--- src/rtl/ram16k_arbiter_if.sv ---
// Bus bundle for the RAM16K arbiter: two requester ports plus the RAM port.
// The slave view belongs to the arbiter; the master view belongs to the
// requesters and the RAM instance that sit around it.
interface ram16k_arbiter_if #(
    parameter int ADDR_W = 14,
    parameter int DATA_W = 16
);
    logic              a_req;
    logic              a_we;
    logic [ADDR_W-1:0] a_addr;
    logic [DATA_W-1:0] a_wdata;
    logic              a_gnt;
    logic              a_rvalid;
    logic [DATA_W-1:0] a_rdata;

    logic              b_req;
    logic              b_we;
    logic [ADDR_W-1:0] b_addr;
    logic [DATA_W-1:0] b_wdata;
    logic              b_gnt;
    logic              b_rvalid;
    logic [DATA_W-1:0] b_rdata;

    logic              ram_e;
    logic [ADDR_W-1:0] ram_addr;
    logic [DATA_W-1:0] ram_din;
    logic              ram_w;
    logic              ram_r;
    logic [DATA_W-1:0] ram_dout;

    modport master (
        output a_req, a_we, a_addr, a_wdata,
        input  a_gnt, a_rvalid, a_rdata,
        output b_req, b_we, b_addr, b_wdata,
        input  b_gnt, b_rvalid, b_rdata,
        input  ram_e, ram_addr, ram_din, ram_w, ram_r,
        output ram_dout
    );

    modport slave (
        input  a_req, a_we, a_addr, a_wdata,
        output a_gnt, a_rvalid, a_rdata,
        input  b_req, b_we, b_addr, b_wdata,
        output b_gnt, b_rvalid, b_rdata,
        output ram_e, ram_addr, ram_din, ram_w, ram_r,
        input  ram_dout
    );
endinterface

--- src/rtl/ram16k_arbiter.sv ---
// Two-port arbiter and sequencer for the 16K x 16 main memory.
// Port A (instruction fetch) and port B (data) share one RAM port. A request
// is accepted in IDLE, replayed to the RAM during one ACCESS cycle, and a read
// returns registered data with a one-cycle rvalid pulse on the following cycle.
module ram16k_arbiter #(
    parameter int ADDR_W = 14,
    parameter int DATA_W = 16
) (
    input logic             clk,
    input logic             re,
    ram16k_arbiter_if.slave bus
);

    typedef enum logic {
        IDLE   = 1'b0,
        ACCESS = 1'b1
    } state_t;

    typedef enum logic {
        PORT_A = 1'b0,
        PORT_B = 1'b1
    } port_t;

    state_t            state;
    state_t            state_next;
    port_t             owner;
    port_t             prio;

    // Request captured at the accept edge, replayed during ACCESS
    logic [ADDR_W-1:0] req_addr_p1;
    logic              req_we_p1;
    logic [DATA_W-1:0] req_wdata_p1;

    // Read return, presented the cycle after ACCESS
    logic              a_rvalid_p2;
    logic              b_rvalid_p2;
    logic [DATA_W-1:0] a_rdata_p2;
    logic [DATA_W-1:0] b_rdata_p2;

    logic              a_gnt;
    logic              b_gnt;
    logic              ram_e;
    logic              ram_w;
    logic              ram_r;

    // State register; reset always lands in IDLE, aborting any ACCESS
    always_ff @(posedge clk) begin
        if (!re) begin
            state <= IDLE;
        end else begin
            state <= state_next;
        end
    end

    // Arbitration, next state and RAM strobes; reset masks every strobe
    always_comb begin
        state_next = state;
        a_gnt      = 1'b0;
        b_gnt      = 1'b0;
        ram_e      = 1'b0;
        ram_w      = 1'b0;
        ram_r      = 1'b0;
        case (state)
            IDLE: begin
                if (bus.a_req && (!bus.b_req || prio == PORT_A)) begin
                    a_gnt = 1'b1;
                end else if (bus.b_req) begin
                    b_gnt = 1'b1;
                end
                if (a_gnt || b_gnt) begin
                    state_next = ACCESS;
                end
            end
            ACCESS: begin
                ram_e      = 1'b1;
                ram_w      = req_we_p1;
                ram_r      = !req_we_p1;
                state_next = IDLE;
            end
            default: state_next = IDLE;
        endcase
        if (!re) begin
            a_gnt = 1'b0;
            b_gnt = 1'b0;
            ram_e = 1'b0;
            ram_w = 1'b0;
            ram_r = 1'b0;
        end
    end

    // Latch the granted request and hand priority to the other port
    always_ff @(posedge clk) begin
        if (!re) begin
            owner        <= PORT_A;
            prio         <= PORT_A;
            req_addr_p1  <= '0;
            req_we_p1    <= 1'b0;
            req_wdata_p1 <= '0;
        end else if (a_gnt) begin
            owner        <= PORT_A;
            prio         <= PORT_B;
            req_addr_p1  <= bus.a_addr;
            req_we_p1    <= bus.a_we;
            req_wdata_p1 <= bus.a_wdata;
        end else if (b_gnt) begin
            owner        <= PORT_B;
            prio         <= PORT_A;
            req_addr_p1  <= bus.b_addr;
            req_we_p1    <= bus.b_we;
            req_wdata_p1 <= bus.b_wdata;
        end
    end

    // ---- stage boundary: ACCESS -> read return ----
    // Capture RAM read data for the owner at the edge ending ACCESS
    always_ff @(posedge clk) begin
        if (!re) begin
            a_rvalid_p2 <= 1'b0;
            b_rvalid_p2 <= 1'b0;
            a_rdata_p2  <= '0;
            b_rdata_p2  <= '0;
        end else begin
            a_rvalid_p2 <= 1'b0;
            b_rvalid_p2 <= 1'b0;
            if (state == ACCESS && !req_we_p1) begin
                if (owner == PORT_A) begin
                    a_rdata_p2  <= bus.ram_dout;
                    a_rvalid_p2 <= 1'b1;
                end else begin
                    b_rdata_p2  <= bus.ram_dout;
                    b_rvalid_p2 <= 1'b1;
                end
            end
        end
    end

    assign bus.a_gnt    = a_gnt;
    assign bus.b_gnt    = b_gnt;
    assign bus.a_rvalid = a_rvalid_p2;
    assign bus.b_rvalid = b_rvalid_p2;
    assign bus.a_rdata  = a_rdata_p2;
    assign bus.b_rdata  = b_rdata_p2;
    assign bus.ram_e    = ram_e;
    assign bus.ram_w    = ram_w;
    assign bus.ram_r    = ram_r;
    assign bus.ram_addr = req_addr_p1;
    assign bus.ram_din  = req_wdata_p1;

endmodule
--- src/flat_wrapper.sv ---
// flat-port wrapper written by rule: the top's interface ports become plain ports
module ram16k_arbiter_flat 
#(
    parameter int ADDR_W = 14,
    parameter int DATA_W = 16
)
  (clk, re, bus_a_req, bus_a_we, bus_a_addr, bus_a_wdata, bus_a_gnt, bus_a_rvalid, bus_a_rdata, bus_b_req, bus_b_we, bus_b_addr, bus_b_wdata, bus_b_gnt, bus_b_rvalid, bus_b_rdata, bus_ram_e, bus_ram_addr, bus_ram_din, bus_ram_w, bus_ram_r, bus_ram_dout);
  ram16k_arbiter_if #(.ADDR_W(ADDR_W), .DATA_W(DATA_W)) bus_i ();
  input logic clk;
  input logic re;
  input wire logic [$bits(bus_i.a_req)-1:0] bus_a_req;
  input wire logic [$bits(bus_i.a_we)-1:0] bus_a_we;
  input wire logic [$bits(bus_i.a_addr)-1:0] bus_a_addr;
  input wire logic [$bits(bus_i.a_wdata)-1:0] bus_a_wdata;
  output wire logic [$bits(bus_i.a_gnt)-1:0] bus_a_gnt;
  output wire logic [$bits(bus_i.a_rvalid)-1:0] bus_a_rvalid;
  output wire logic [$bits(bus_i.a_rdata)-1:0] bus_a_rdata;
  input wire logic [$bits(bus_i.b_req)-1:0] bus_b_req;
  input wire logic [$bits(bus_i.b_we)-1:0] bus_b_we;
  input wire logic [$bits(bus_i.b_addr)-1:0] bus_b_addr;
  input wire logic [$bits(bus_i.b_wdata)-1:0] bus_b_wdata;
  output wire logic [$bits(bus_i.b_gnt)-1:0] bus_b_gnt;
  output wire logic [$bits(bus_i.b_rvalid)-1:0] bus_b_rvalid;
  output wire logic [$bits(bus_i.b_rdata)-1:0] bus_b_rdata;
  output wire logic [$bits(bus_i.ram_e)-1:0] bus_ram_e;
  output wire logic [$bits(bus_i.ram_addr)-1:0] bus_ram_addr;
  output wire logic [$bits(bus_i.ram_din)-1:0] bus_ram_din;
  output wire logic [$bits(bus_i.ram_w)-1:0] bus_ram_w;
  output wire logic [$bits(bus_i.ram_r)-1:0] bus_ram_r;
  input wire logic [$bits(bus_i.ram_dout)-1:0] bus_ram_dout;
  assign bus_i.a_req = bus_a_req;
  assign bus_i.a_we = bus_a_we;
  assign bus_i.a_addr = bus_a_addr;
  assign bus_i.a_wdata = bus_a_wdata;
  assign bus_a_gnt = bus_i.a_gnt;
  assign bus_a_rvalid = bus_i.a_rvalid;
  assign bus_a_rdata = bus_i.a_rdata;
  assign bus_i.b_req = bus_b_req;
  assign bus_i.b_we = bus_b_we;
  assign bus_i.b_addr = bus_b_addr;
  assign bus_i.b_wdata = bus_b_wdata;
  assign bus_b_gnt = bus_i.b_gnt;
  assign bus_b_rvalid = bus_i.b_rvalid;
  assign bus_b_rdata = bus_i.b_rdata;
  assign bus_ram_e = bus_i.ram_e;
  assign bus_ram_addr = bus_i.ram_addr;
  assign bus_ram_din = bus_i.ram_din;
  assign bus_ram_w = bus_i.ram_w;
  assign bus_ram_r = bus_i.ram_r;
  assign bus_i.ram_dout = bus_ram_dout;
  ram16k_arbiter #(.ADDR_W(ADDR_W), .DATA_W(DATA_W)) u_core (.clk(clk), .re(re), .bus(bus_i));
endmodule
--- config.mk ---
export PLATFORM = sky130hd
export DESIGN_NAME = ram16k_arbiter_flat
export DESIGN_NICKNAME = d
export VERILOG_FILES = /design/src/rtl/ram16k_arbiter_if.sv /design/src/rtl/ram16k_arbiter.sv /design/src/flat_wrapper.sv
export SDC_FILE = /design/constraint.sdc
export NUM_CORES = 1
export LEC_CHECK = 0
export BUFFER_PORTS_ARGS = -buffer_cell sky130_fd_sc_hd__buf_2
export CORE_ASPECT_RATIO = 1.2
export CORE_MARGIN = 1
export CORE_UTILIZATION = 40
export CTS_CLUSTER_SIZE = 24
export DETAILED_ROUTE_END_ITERATION = 10
export PLACE_DENSITY = 0.71
export SYNTH_ARGS = -nofsm -noshare
export SYNTH_HDL_FRONTEND = slang
export SYNTH_SLANG_ARGS = --single-unit
--- constraint.sdc ---
create_clock -name clk -period 1.5 [get_ports clk]
set_input_delay 0.3 -clock clk [delete_from_list [all_inputs] [get_ports clk]]
set_output_delay 0.3 -clock clk [all_outputs]
set_load 0.005 [all_outputs]
==> results_dict.tcl <==
set metrics [dict create \
    status "finished, violations left" \
    failed_checks "negative setup slack" \
    antenna_found_initial 0 \
    cp.arrival_ns 1.24 \
    critical_path_peak_fanout 7 \
    timing_max_transition_violations_final 0 \
    final.setup_skew_ns 0.01070 \
    worst_ep_required_time_ns 1.20 \
    synth_sequential_area_ratio 0.4425 \
    worstRegToRegCells 5 \
    highest-signal-layer "met4" \
    clk-insertion-delay-late_ns 0.34 \
    critical_path.max_stage_delay_ns 0.37 \
    worstSetupStartpointType "flip-flop" \
    hold_depth 3 \
    yosys.area_share.adder 0 \
    design.portCount 151 \
    synth_compound_gate_area_share 0.3034 \
    global_route_wire_length_before_repair_mm 13.93 \
    met1_length_mm 3.718 \
    worstSetupPathType "flip-flop to output port" \
    power_leakage_uw 0.001775 \
    antenna_cells_inserted 0 \
    drt-total-wl_mm 8.804 \
    port_buffers 150 \
    drv_cap 0 \
    antenna_violation_net_count_after_detailed_routing 0 \
    grt_start_max_net_pins 35 \
    place.gp.congestion 0.7400 \
    maxClockFrequency_ghz 0.6513 \
    fin_setup_tns_ns -0.03540 \
    vias_per_cell 5.454 \
    power_per_cell_area_nw_per_um2 1004 \
    warnings_from_yosys 0 \
    synthesis.instances 355 \
    dr_total_vias 3229 \
    power_total_uw 4199 \
    critical_path.reg2reg.endpoint "u_core.bus.ram_din[11]" \
    timing.critical_path.to "bus_a_gnt" \
    post_synth_xor_area_fraction 0 \
    clk_transition_reported_paths_ns 0.08 \
    die-area_um2 8048 \
    wl_per_cell_um 14.87 \
    rows 34 \
    amount_of_wire_on_met3_after_detailed_routing_um 603 \
    cp_cell_sequence "nand3b_1, buf_6, nor2_2, buf_2" \
    grt_residual_overflow 0 \
    synth_top_family_by_area "compound AO/OA/AOI/OAI gates" \
    die_w_um 82.06 \
    rsz_0062_raised_after_global_routing "yes" \
    core_area_um2 7360 \
    worst_hold_path_type "primary input to flip-flop" \
    cts_tree "built" \
    post_route_cells_drive_above_1_share 0.4462 \
    synthesis.area_um2 3077 \
    h-tree-depth 3 \
    syn_area_per_cell_um2 8.667 \
    timing.critical_path.to_type "output port" \
    initial_cell_density_of_the_core 0.4181 \
    synth-seq-cells 68 \
    layout_worst_path_cycle_share 1.024 \
    numClockSinks 68 \
    rrSetupSlack_ns 0.12 \
    initialDrtViolationCount 94 \
    synthMuxAreaShare 0 \
    cts_buffers 9 \
    die_y_extent_um 98.08 \
    holdBufCountCts 0 \
    final-hold-violation-count 0 \
    post_synth_net_total 437 \
    setup-violations-final 1 \
    max-clock-path-buffers 2 \
    final_nets 579 \
    place.detailed.hpwl_mm 6.010 \
    area_delta_synth_final_pct 35.91 \
    grt_pass1_vias 3076 \
    routed-wl-met2_mm 4.326 \
    finalWorstPathRequiredPeriod_ns 1.535 \
    maxSlewHeadroom 0.7745 \
    area_share_of_and_or_nand_nor_cells_after_synthesis 0.1826 \
    finalWorstSetupSlack_ns -0.03540 \
    post_synth_num_cell_types 25 \
    pre_cts_ws_ns 0.07165 \
    crit_path_start "u_core.state" \
    crit-reg2reg-launch "u_core.state" \
    fillers 709 \
    tightestPinTransition_ns 0.3383 \
    clock_tree_root "clkbuf_8" \
    worst_path_max_delay_cell "dfxtp_4" \
    hold-worst-slack_ns 0.2013 \
    drt_drc_violations_left 0 \
    firstDrtPassIters 4 \
    irDropWorstVdd_mv 0.5901 \
    grt.total_usage 0.2218 \
]
final cells by class:
| type | instances | area, um2 | share of cell area |
|---|---|---|---|
| multi-input combinational | 243 | 1509 | 0.3609 |
| sequential | 68 | 1365 | 0.3265 |
| timing repair buffer | 173 | 999.7 | 0.2391 |
| clock buffer | 11 | 151.4 | 0.03621 |
| tap | 90 | 112.6 | 0.02693 |
| clock inverter | 5 | 36.28 | 0.008677 |
| inverter | 2 | 7.507 | 0.001795 |
worst max-delay path, delay by kind of cell (launching register included):
family	cells	cell delay, ns
buffers and inverters	2	0.26
DFF	1	0.37
and+or+nand+nor	2	0.26
per-stage QoR:
stage / utilization / cell area (um2) / cells
floorplan: - / 3077 / 355
global placement: 0.5362 / 3946 / 571
detailed placement: 0.5362 / 3946 / 571
CTS: 0.5668 / 4172 / 591
global route: 0.5682 / 4182 / 592
finish: 0.5682 / 4182 / 592
how the worst min path moves through the flow:
| stage | slack (ns) | endpoint | from |
|---|---|---|---|
| floorplan | 0.44 | u_core.bus.a_rdata[0] | bus_ram_dout[0] |
| global placement | 0.44 | u_core.bus.b_rdata[8] | u_core.bus.b_rdata[8] |
| detailed placement | 0.45 | u_core.bus.a_rdata[14] | u_core.bus.a_rdata[14] |
| CTS | 0.19 | u_core.bus.b_rdata[7] | bus_ram_dout[7] |
| global route | 0.20 | u_core.bus.a_rdata[15] | bus_ram_dout[15] |
| finish | 0.20 | u_core.bus.b_rdata[2] | bus_ram_dout[2] |
what timing repair did:
action / CTS / global route
cloned: 1 / 0
gates resized for setup: 4 / 1
setup buffers: 3 / 1
endpoints found under the setup margin: 4 / 2
routing by layer:
metal / vias up / track usage
met1: 1498 / 0.2574
met5: - / 0
met3: 14 / 0.05140
li1: 1585 / -
met4: 0 / 0.09177
met2: 132 / 0.3808
where the power goes:
group          internal, uW  switching, uW
clock network           689            713
registers              1920           66.5
logic                   375            436
flip-flops by register name, summed over array words and instances (netlist names):
signal               cells
u_core.bus.ram_din      16
u_core.bus.b_rdata      16
u_core.bus.a_rdata      16
u_core.owner             1
u_core.prio              1
u_core.bus.a_rvalid      1
u_core.state             1
u_core.bus.ram_addr     14
u_core.req_we_p1         1
u_core.bus.b_rvalid      1
cell usage in the layout (no fill, tap or decap), types with 2 or more instances in the layout:
cell type   synthesis  routed
a311oi_1            3       3
dfxtp_1            68      67
o21ai_0            32      32
clkbuf_8            0      11
nand3b_1            3       3
nand2_1            66      66
a21oi_1            64      64
buf_4               1      15
and3_1              2       2
nand4_1            31      31
a311oi_2           28      28
clkinvlp_4          0       3
buf_12              0       6
buf_2              10     151
nor2_1              3       2
synth_stat cells, drive strengths merged:
cell type / count / area (um2)
nand3b: 3 / 22.52
or3b: 1 / 8.760
and3: 2 / 12.51
a21oi: 64 / 320.3
a311oi: 31 / 446.7
nor2b: 2 / 12.51
dfxtp: 68 / 1361
o22ai: 1 / 6.260
o21ai: 32 / 160.2
nor3b: 1 / 12.51
or2: 1 / 6.260
nand2: 66 / 247.7
nand2b: 1 / 6.260
clkbuf: 26 / 98.84
inv: 2 / 7.500
nor2: 3 / 11.26
buf: 16 / 113.9
and3b: 1 / 8.760
and2: 3 / 18.77
nand4: 31 / 193.9
logic make-up after synthesis:
kind of cell	after synthesis
and+or+nand+nor	115
DFF	68
AOI/OAI and AO/OA	128
buffers and inverters	44
No activity file was read; power rests on OpenSTA's default activity.
